[config.mk]
export PLATFORM = sky130hd
export DESIGN_NAME = req_rr_arbiter_flat
export DESIGN_NICKNAME = d
export VERILOG_FILES = /design/src/rtl/arb_pkg.sv /design/src/rtl/req_rr_arbiter_if.sv /design/src/rtl/req_rr_arbiter_rr_pick.sv /design/src/rtl/req_rr_arbiter.sv /design/src/flat_wrapper.sv
export SDC_FILE = /design/constraint.sdc
export NUM_CORES = 1
export LEC_CHECK = 0
export CELL_PAD_IN_SITES_DETAIL_PLACEMENT = 1
export CELL_PAD_IN_SITES_GLOBAL_PLACEMENT = 2
export CORE_MARGIN = 5
export CORE_UTILIZATION = 35
export CTS_CLUSTER_SIZE = 12
export DETAILED_ROUTE_END_ITERATION = 12
export GPL_ROUTABILITY_DRIVEN = 0
export HOLD_SLACK_MARGIN = 0.08
export PLACE_DENSITY_LB_ADDON = 0.1
export SLEW_MARGIN = 10
export SYNTH_ARGS = -nofsm -noshare
export SYNTH_HDL_FRONTEND = slang
export SYNTH_SLANG_ARGS = --single-unit
export TNS_END_PERCENT = 30
[constraint.sdc]
create_clock -name clk -period 12 [get_ports clk]
set_input_delay 1.8 -clock clk [delete_from_list [all_inputs] [get_ports clk]]
set_output_delay 1.8 -clock clk [all_outputs]
set_load 0.1 [all_outputs]
[src/rtl/arb_pkg.sv]
// Shared definitions for the round-robin request arbiter that feeds the
// 8-to-3 encoder.
//   N / IW      : request line count and index width
//   req_vec_t   : one bit per request line
//   idx_t       : line index
//   state_t     : arbiter FSM states
//   onehot()    : index -> one-hot vector
//   next_idx()  : index + 1 with wrap at N-1
package arb_pkg;

    localparam int N  = 8;
    localparam int IW = $clog2(N);

    typedef logic [N-1:0]  req_vec_t;
    typedef logic [IW-1:0] idx_t;

    typedef enum logic {
        IDLE  = 1'b0,
        OFFER = 1'b1
    } state_t;

    function automatic req_vec_t onehot(input idx_t i);
        return req_vec_t'(1) << i;
    endfunction

    function automatic idx_t next_idx(input idx_t i);
        idx_t r;
        if (i == idx_t'(N - 1)) r = '0;
        else                    r = i + idx_t'(1);
        return r;
    endfunction

endpackage

[src/rtl/req_rr_arbiter_if.sv]
// Request/grant bundle between the request sources, the arbiter and the
// downstream encoder.
//   req_i     : sticky request pulses, one per line
//   ready_i   : downstream accepts the offered grant
//   grant_o   : registered one-hot grant, zero when not valid
//   valid_o   : grant_o holds a grant
//   pending_o : registered pending vector (debug)
//   overrun_o : one-cycle pulse, a request hit an already pending line
// master = arbiter side, slave = sources/downstream side.
interface req_rr_arbiter_if;
    import arb_pkg::*;

    req_vec_t req_i;
    logic     ready_i;
    req_vec_t grant_o;
    logic     valid_o;
    req_vec_t pending_o;
    logic     overrun_o;

    modport master (
        input  req_i, ready_i,
        output grant_o, valid_o, pending_o, overrun_o
    );

    modport slave (
        output req_i, ready_i,
        input  grant_o, valid_o, pending_o, overrun_o
    );

endinterface

[src/rtl/req_rr_arbiter_rr_pick.sv]
// Combinational round-robin picker.
//   cand : candidate request vector
//   ptr  : index scanned first
//   sel  : first set bit of cand scanning ptr, ptr+1, ... wrapping mod N
//   any  : cand has at least one bit set (sel is meaningless otherwise)
// Rotating a doubled copy right by ptr puts line ptr at bit 0, so a plain
// lowest-bit priority scan gives the offset from ptr.
module rr_pick
    import arb_pkg::*;
(
    input  req_vec_t cand,
    input  idx_t     ptr,
    output idx_t     sel,
    output logic     any
);

    localparam logic [IW:0] N_W = (IW + 1)'(N);

    req_vec_t    rot;
    idx_t        off;
    logic [IW:0] sum;

    always_comb begin
        rot = req_vec_t'({cand, cand} >> ptr);
        off = '0;
        // Descending scan: the lowest set bit is the last one to write off.
        for (int i = N - 1; i >= 0; i--) begin
            if (rot[i]) off = idx_t'(i);
        end
        sum = {1'b0, ptr} + {1'b0, off};
        sel = (sum >= N_W) ? idx_t'(sum - N_W) : sum[IW-1:0];
        any = |cand;
    end

endmodule

[src/rtl/req_rr_arbiter.sv]
// Round-robin request arbiter, upstream of the 8-to-3 encoder.
// Latches request pulses into a pending vector, picks one pending line per
// transaction in round-robin order and offers it as a registered one-hot
// grant with valid/ready. The encoder never sees zero-hot or multi-hot.
//   clk   : rising-edge clock
//   rst_n : asynchronous active-low reset
//   bus   : request/grant bundle (master side)
module req_rr_arbiter
    import arb_pkg::*;
(
    input  logic               clk,
    input  logic               rst_n,
    req_rr_arbiter_if.master   bus
);

    state_t   state_q, state_d;
    req_vec_t pending_q;
    req_vec_t grant_q, grant_d;
    idx_t     gidx_q, gidx_d;
    idx_t     ptr_q, ptr_d;
    logic     overrun_q;

    logic     xfer;
    req_vec_t clr;
    req_vec_t cand;
    idx_t     scan_ptr;
    idx_t     sel;
    logic     any;

    // The granted line stays pending until its transfer edge; a request on
    // that same edge re-sets it (set wins over clear).
    assign xfer = (state_q == OFFER) && bus.ready_i;
    assign clr  = xfer ? grant_q : '0;
    assign cand = (pending_q & ~clr) | bus.req_i;

    // On a transfer the follow-on grant is picked with the advanced pointer,
    // so a line re-requested on its own transfer edge goes to the back.
    assign scan_ptr = xfer ? next_idx(gidx_q) : ptr_q;

    rr_pick u_pick (
        .cand (cand),
        .ptr  (scan_ptr),
        .sel  (sel),
        .any  (any)
    );

    always_comb begin
        state_d = state_q;
        grant_d = grant_q;
        gidx_d  = gidx_q;
        ptr_d   = ptr_q;
        case (state_q)
            IDLE: begin
                if (any) begin
                    grant_d = onehot(sel);
                    gidx_d  = sel;
                    state_d = OFFER;
                end
            end
            OFFER: begin
                // Grant held stable until accepted, whatever arrives meanwhile.
                if (xfer) begin
                    ptr_d = scan_ptr;
                    if (any) begin
                        grant_d = onehot(sel);
                        gidx_d  = sel;
                    end else begin
                        grant_d = '0;
                        state_d = IDLE;
                    end
                end
            end
            default: begin
                grant_d = '0;
                state_d = IDLE;
            end
        endcase
    end

    always_ff @(posedge clk or negedge rst_n) begin
        if (!rst_n) begin
            state_q   <= IDLE;
            pending_q <= '0;
            grant_q   <= '0;
            gidx_q    <= '0;
            ptr_q     <= '0;
            overrun_q <= 1'b0;
        end else begin
            state_q   <= state_d;
            pending_q <= cand;
            grant_q   <= grant_d;
            gidx_q    <= gidx_d;
            ptr_q     <= ptr_d;
            overrun_q <= |(bus.req_i & pending_q & ~clr);
        end
    end

    assign bus.grant_o   = grant_q;
    assign bus.valid_o   = (state_q == OFFER);
    assign bus.pending_o = pending_q;
    assign bus.overrun_o = overrun_q;

endmodule

[src/flat_wrapper.sv]
// flat-port wrapper written by rule: the top's interface ports become plain ports
module req_rr_arbiter_flat import arb_pkg::*;
  (clk, rst_n, bus_req_i, bus_ready_i, bus_grant_o, bus_valid_o, bus_pending_o, bus_overrun_o);
  req_rr_arbiter_if bus_i ();
  input  logic clk;
  input  logic rst_n;
  input wire logic [$bits(bus_i.req_i)-1:0] bus_req_i;
  input wire logic [$bits(bus_i.ready_i)-1:0] bus_ready_i;
  output wire logic [$bits(bus_i.grant_o)-1:0] bus_grant_o;
  output wire logic [$bits(bus_i.valid_o)-1:0] bus_valid_o;
  output wire logic [$bits(bus_i.pending_o)-1:0] bus_pending_o;
  output wire logic [$bits(bus_i.overrun_o)-1:0] bus_overrun_o;
  assign bus_i.req_i = bus_req_i;
  assign bus_i.ready_i = bus_ready_i;
  assign bus_grant_o = bus_i.grant_o;
  assign bus_valid_o = bus_i.valid_o;
  assign bus_pending_o = bus_i.pending_o;
  assign bus_overrun_o = bus_i.overrun_o;
  req_rr_arbiter u_core (.clk(clk), .rst_n(rst_n), .bus(bus_i));
endmodule
==> impl_metrics.json, run 1 <==
{
  "num_io_pins": 29,
  "grt_max_degree": 25,
  "cts_tree": "built",
  "yosys_warnings": 0,
  "seq_area_frac_synth_pct": 31.0,
  "cap_violations": 0,
  "wl_per_cell_um": 20.1,
  "maxSlewHeadroom_pct": 28.1,
  "dpl-instance-area_um2": 2250,
  "period_share_pct": 56.8,
  "finalSetupViolCount": 0,
  "hold_depth": 2,
  "grt.total_usage_pct": 17.9,
  "cts_buffers": 3,
  "clock_path_buffers": 2,
  "r2r_cells": 13,
  "clock_power_share_pct": 11.9,
  "intPower_w": 0.000286,
  "synth_top_cell_area_share_pct": 31.0,
  "cts_setup_buffers": 0,
  "drive_gt1_share_pct": 10.7,
  "switching_share_pct": 54.0,
  "hpwl_um": 4980,
  "rows": 27,
  "syn_avg_cell_area_um2": 8.74,
  "fin_setup_tns_ns": 0,
  "drt_iter0_drc": 147,
  "routed_wl_um": 6320,
  "grt_pass1_vias": 1886,
  "r2r_start": "u_core.gidx_q[0]",
  "initial_core_util_pct": 35.7,
  "status": "finished clean",
  "rsz0062_at_grt": "no",
  "first_pass_iters": 4,
  "ys_ff_latch": 24,
  "cts.clk_slew.worst_paths_ns": 0.09,
  "fin_util_pct": 42.6,
  "insertion_delay_ns": 0.28,
  "viasPerCell": 6.02,
  "worst_slack_ns": 5.18,
  "crit_buf_inv": 1,
  "dieHeight_um": 84.4,
  "final_area_um2": 2320,
  "nFillCells": 655,
  "drtAntennaViolNets": 0,
  "die_area_um2": 7130,
  "vias": 1890,
  "grt_first_pass_wirelength_um": 10300,
  "route.detailed.drc": 0,
  "clock_skew_ns": 0.00456,
  "core_area_um2": 5440,
  "ys_types": 55,
  "slowest_delay_ns": 0.87,
  "nets": 258,
  "synth_largest_area_cell": "dfrtp_1",
  "start_kind": "input pin",
  "path_class": "in -> reg",
  "netlist_instances": 222,
  "leakage_nw": 0.908,
  "syn-num-nets": 237,
  "ys.flop_type": "dfrtp_1",
  "synth-edff-count": 0,
  "synth_area_leaders": "dfrtp_1 (31%), nand3_1 (6.7%), o211ai_2 (5.8%)",
  "p_comb_share_pct": 70.1,
  "ys_async_sr_fraction_pct": 100,
  "critPathRequiredTime_ns": 12.15,
  "power_density_nw_per_um2": 269,
  "htree_levels": 1,
  "hold_path.class": "reg -> reg",
  "total_power_w": 0.000623,
  "final-max-slew-violation-count": 0,
  "arrival_ns": 6.97,
  "cts.sinks": 24,
  "p_switching_w": 0.000336,
  "synthToLayoutAreaGrowth_pct": 19.5,
  "cts_root_buf": "clkbuf_8",
  "end_kind": "register",
  "cp_max_fo": 15,
  "pwr-share-seq_pct": 18.0,
  "die_x_um": 84.4,
  "finalCriticalPeriod_ns": 6.82,
  "min_to": "u_core.gidx_q[2]",
  "critPathTopFamily": "compound AO/OA/AOI/OAI gates",
  "holdBufCountCts": 0,
  "slowest_stage": "a211oi_1",
  "hold_path.startpoint": "u_core.gidx_q[2]",
  "r2r_slack_ns": 6.60,
  "report.final.hold_viol_count": 0,
  "overflow": 0,
  "synth_area_um2": 1940,
  "dp_worst_setup_slack_ns": 4.96,
  "path_cells": "clkdlybuf4s50_1 -> and3_1 -> a2111oi_1 -> nor3_1 -> or3_1 -> a211oi_1 -> a21bo_1 -> fa_1 -> xnor2_1 -> nor3_1 -> o2111ai_1 -> o211ai_2",
  "crit_top_cell": "nor3_1",
  "cts.repair.resized": 0,
  "port_buffers": 28,
  "worstMarginPinSlew_ns": 1.07,
  "r2r-end": "u_core.bus.grant_o[4]",
  "vdd_drop_max_uv": 239,
  "antenna_found_initial": 0,
  "num_antenna_cells": 0,
  "fmax_mhz": 147
}
==> state kept, by name, indices dropped and copies added (netlist names) <==
name                  count
u_core.bus.grant_o        8
u_core.bus.overrun_o      1
u_core.bus.pending_o      8
u_core.bus.valid_o        1
u_core.gidx_q             3
u_core.ptr_q              3
==> logic make-up (layout without fill, tap and decap cells) <==
kind of cell    after synthesis  in the layout  share of synthesized area [%]
mux                           8              8                           5.68
flops                        24             24                           31.0
buf+inv                      31             51                           7.03
xor+xnor                      2              2                          0.903
fa+ha+maj                     4              4                           2.97
simple gates                 81             81                           21.7
compound gates               72             72                           30.7
==> tightest hold or removal path: stages (launching register included) <==
cell and delay (ns):
dfrtp_1 0.36, nand2_1 0.07, o211ai_2 0.05
==> per-stage QoR <==
step	hold WS [ns]	std cells
6_report	0.513	314
5_1_grt	0.526	314
4_1_cts	0.516	314
3_5_place_dp	0.487	310
3_3_place_gp	0.471	310
2_1_floorplan	0.454	222
==> worst max path at each step <==
stage,startpoint,slack [ns],cells after the start,to
2_1_floorplan,bus_ready_i,6.62,14,u_core.bus.grant_o[4]
3_3_place_gp,bus_ready_i,5.02,12,u_core.bus.grant_o[7]
3_5_place_dp,bus_ready_i,4.96,12,u_core.bus.grant_o[4]
4_1_cts,bus_ready_i,5.25,12,u_core.bus.grant_o[4]
5_1_grt,bus_ready_i,4.88,12,u_core.bus.grant_o[4]
6_report,bus_ready_i,5.18,12,u_core.bus.grant_o[4]
==> power by group through the flow <==
stage	clock network [W]	registers, W	logic, W
floorplan	0	0.000164	0.000272
global placement	0	0.000113	0.000429
detailed placement	0	0.000114	0.000434
CTS	0.0000761	0.000112	0.000436
global route	0.0000789	0.000115	0.000474
finish	0.0000742	0.000112	0.000436
==> layout by cell type (no fill, tap or decap), drive strengths merged, types with 3 or more instances in the layout <==
master | netlist | layout
ha | 3 | 3
nand4 | 4 | 4
o2111ai | 10 | 10
nand3 | 27 | 27
buf | 6 | 3
mux2 | 4 | 4
o211ai | 17 | 17
nand2 | 13 | 13
or3 | 4 | 4
o21ai | 3 | 3
nand2b | 4 | 4
a21oi | 9 | 9
clkbuf | 8 | 3
nor2 | 7 | 7
and2 | 3 | 3
nor3 | 9 | 9
clkdlybuf4s50 | 0 | 27
inv | 16 | 16
o22ai | 3 | 3
and3 | 4 | 4
dfrtp | 24 | 24
o21a | 3 | 3
==> cell usage after synthesis, types with 2 or more instances <==
library cell  instances
or4_1                 2
and3_1                4
o22ai_1               3
buf_6                 2
o221ai_1              2
inv_1                15
dfrtp_1              24
nand4_1               4
nand2b_1              4
mux2_2                4
nor3_1                9
o31ai_1               2
o21ai_0               3
and2_1                3
xnor2_1               2
a22oi_1               2
buf_1                 2
o2111ai_1            10
a21oi_1               9
nand2_1              12
a211oi_1              2
o211ai_1              8
mux4_2                2
or3_1                 4
nor2_1                7
nor4_1                2
ha_1                  3
nor2b_1               2
a2111o_1              2
o21a_1                3
clkbuf_1              8
a21o_1                2
o211ai_2              9
mux2i_1               2
nand3_1              26
a221oi_1              2
o211a_1               2
==> layer usage <==
metal | GRT usage, % | vias to the layer above | part of all wire [%]
met4 | 7.19 | 0 | 2.2
met2 | 28.3 | 55 | 47
met5 | 0 | - | 0
met3 | 1.86 | 10 | 3.5
li1 | - | 901 | -
met1 | 24.9 | 924 | 47
==> final cells by class <==
type | count | area [um^2] | area share [%]
clock inverter | 1 | 30.0 | 1.30
tap | 72 | 90.1 | 3.89
timing repair buffer | 30 | 290 | 12.5
clock buffer | 3 | 41.3 | 1.78
multi-input combinational | 167 | 1200 | 51.9
sequential | 24 | 601 | 25.9
inverter | 17 | 63.8 | 2.75
(Power assumes the default switching activity.)
==> inputs of run 2 (changes only) <==
CORE_UTILIZATION = 30   (was 35)
clock period = 5.8 ns   (was 12 ns; I/O delays follow)
==> impl_metrics.json, run 2 (synthesis gave the netlist of run 1 again) <==
{
  "clock_skew_ns": 0.00471,
  "finalCriticalPeriod_ns": 5.17,
  "power_density_nw_per_um2": 547,
  "synthToLayoutAreaGrowth_pct": 23.6,
  "finalSetupViolCount": 0,
  "fin_setup_tns_ns": 0,
  "wl_per_cell_um": 20.3,
  "drive_gt1_share_pct": 13.5,
  "arrival_ns": 5.33,
  "antenna_found_initial": 0,
  "holdBufCountCts": 0,
  "slowest_stage": "clkdlybuf4s50_1",
  "port_buffers": 28,
  "nFillCells": 753,
  "slowest_delay_ns": 0.71,
  "crit_start": "bus_ready_i",
  "rsz0062_at_grt": "no",
  "dieHeight_um": 90.4,
  "grt_first_pass_wirelength_um": 11300,
  "period_share_pct": 89.2,
  "final-max-slew-violation-count": 0,
  "first_pass_iters": 4,
  "clock_path_buffers": 2,
  "num_io_pins": 29,
  "die_area_um2": 8170,
  "hold_path.startpoint": "u_core.gidx_q[1]",
  "r2r_slack_ns": 1.25,
  "drt_iter0_drc": 74,
  "cts_setup_buffers": 0,
  "cts_buffers": 3,
  "r2r_cells": 15,
  "hold_path.class": "reg -> reg",
  "worstMarginPinSlew_ns": 0.985,
  "cts.clk_slew.worst_paths_ns": 0.10,
  "core_area_um2": 6310,
  "vdd_drop_max_uv": 250,
  "grt_pass1_vias": 2074,
  "fmax_mhz": 193,
  "cts.repair.resized": 0,
  "grt_max_degree": 25,
  "insertion_delay_ns": 0.27,
  "seq_area_um2": 601,
  "dp_worst_setup_slack_ns": 0.379,
  "die_x_um": 90.4,
  "vias": 1916,
  "cts_root_buf": "clkbuf_8",
  "hpwl_um": 4980,
  "min_to": "u_core.gidx_q[1]",
  "path_class": "in -> reg",
  "drtAntennaViolNets": 0,
  "critPathRequiredTime_ns": 5.95,
  "grt.total_usage_pct": 16.8,
  "overflow": 0,
  "leakage_nw": 0.953,
  "fin_util_pct": 38.0,
  "route.detailed.drc": 0,
  "cap_violations": 0,
  "end_kind": "register",
  "htree_levels": 1,
  "dpl-instance-area_um2": 2330,
  "path_cells": "clkdlybuf4s50_1 -> a21boi_1 -> o221ai_1 -> and2_1 -> mux4_2 -> or3_1 -> nand2b_1 -> a21bo_1 -> fa_1 -> xnor2_1 -> buf_4 -> nor4_1 -> o2111ai_1 -> o211ai_2",
  "final_area_um2": 2400,
  "num_antenna_cells": 0,
  "final_cell_mix": "clkdlybuf4s50_1 (28), nand3_1 (26), dfrtp_1 (24)",
  "routed_wl_um": 6650,
  "r2r-end": "u_core.bus.grant_o[6]",
  "cts_tree": "built",
  "rows": 29,
  "hold_depth": 2,
  "initial_core_util_pct": 30.7,
  "cts.sinks": 24,
  "worst_slack_ns": 0.628,
  "maxSlewHeadroom_pct": 34.1,
  "cp_max_fo": 15,
  "multiInputGateArea_um2": 1200,
  "viasPerCell": 5.84,
  "start_kind": "input pin",
  "final_common_cell": "clkdlybuf4s50_1",
  "report.final.hold_viol_count": 0,
  "nets": 267,
  "status": "finished clean",
  "r2r_start": "u_core.gidx_q[0]"
}
==> run 2: cell types whose count changed in the layout (fill, tap and decap cells not counted), sizes merged <==
cell           previous run  this run
clkdlybuf4s50            27        28
buf                       3        11
==> run 2: how the worst max path moves through the flow <==
stage	to	slack, ns
CTS	u_core.bus.grant_o[1]	0.62
detailed placement	u_core.bus.grant_o[1]	0.38
global route	u_core.bus.grant_o[3]	0.33
finish	u_core.bus.grant_o[6]	0.63
global placement	u_core.bus.grant_o[3]	0.44
floorplan	u_core.bus.grant_o[4]	1.14
==> run 2: power breakdown <==
| part | internal, W | switching [W] |
|---|---|---|
| registers | 0.000207 | 0.0000274 |
| logic | 0.000317 | 0.000607 |
| clock network | 0.0000924 | 0.0000611 |
==> run 2: area by class of cell <==
type                    count  share of cell area [%]
flip-flops and latches     24                    25.1
well taps                  77                    4.02
clock buffers               3                    1.72
multi-input cells         167                    50.2
repair buffers             39                    15.1
clock inverters             1                    1.25
inverters                  17                    2.66
==> run 2: metal layers <==
| layer | vias up | track usage [%] | part of all wire [%] |
|---|---|---|---|
| li1 | 923 | - | - |
| met1 | 956 | 23.6 | 50 |
| met2 | 33 | 27.6 | 47 |
| met3 | 4 | 2.25 | 2.3 |
| met4 | 0 | 3.35 | 0.81 |
| met5 | - | 0 | 0 |
==> run 2: critical path: cells and delay by family <==
| family | cells | cell delay [ns] |
|---|---|---|
| xor gates and xnor gates | 1 | 0.42 |
| buffers and inverters | 2 | 0.95 |
| and+or+nand+nor | 4 | 0.85 |
| AOI/OAI and AO/OA | 5 | 1.31 |
| adders and majority gates | 1 | 0.44 |
| muxes | 1 | 0.48 |
==> run 2: per-stage QoR <==
| step | total power (W) | instances | hold slack (ns) |
|---|---|---|---|
| finish | 0.00131 | 328 | 0.498 |
| global route | 0.00142 | 328 | 0.542 |
| CTS | 0.00133 | 328 | 0.505 |
| detailed placement | 0.00116 | 324 | 0.482 |
| global placement | 0.00117 | 324 | 0.479 |
| floorplan | 0.000903 | 222 | 0.454 |
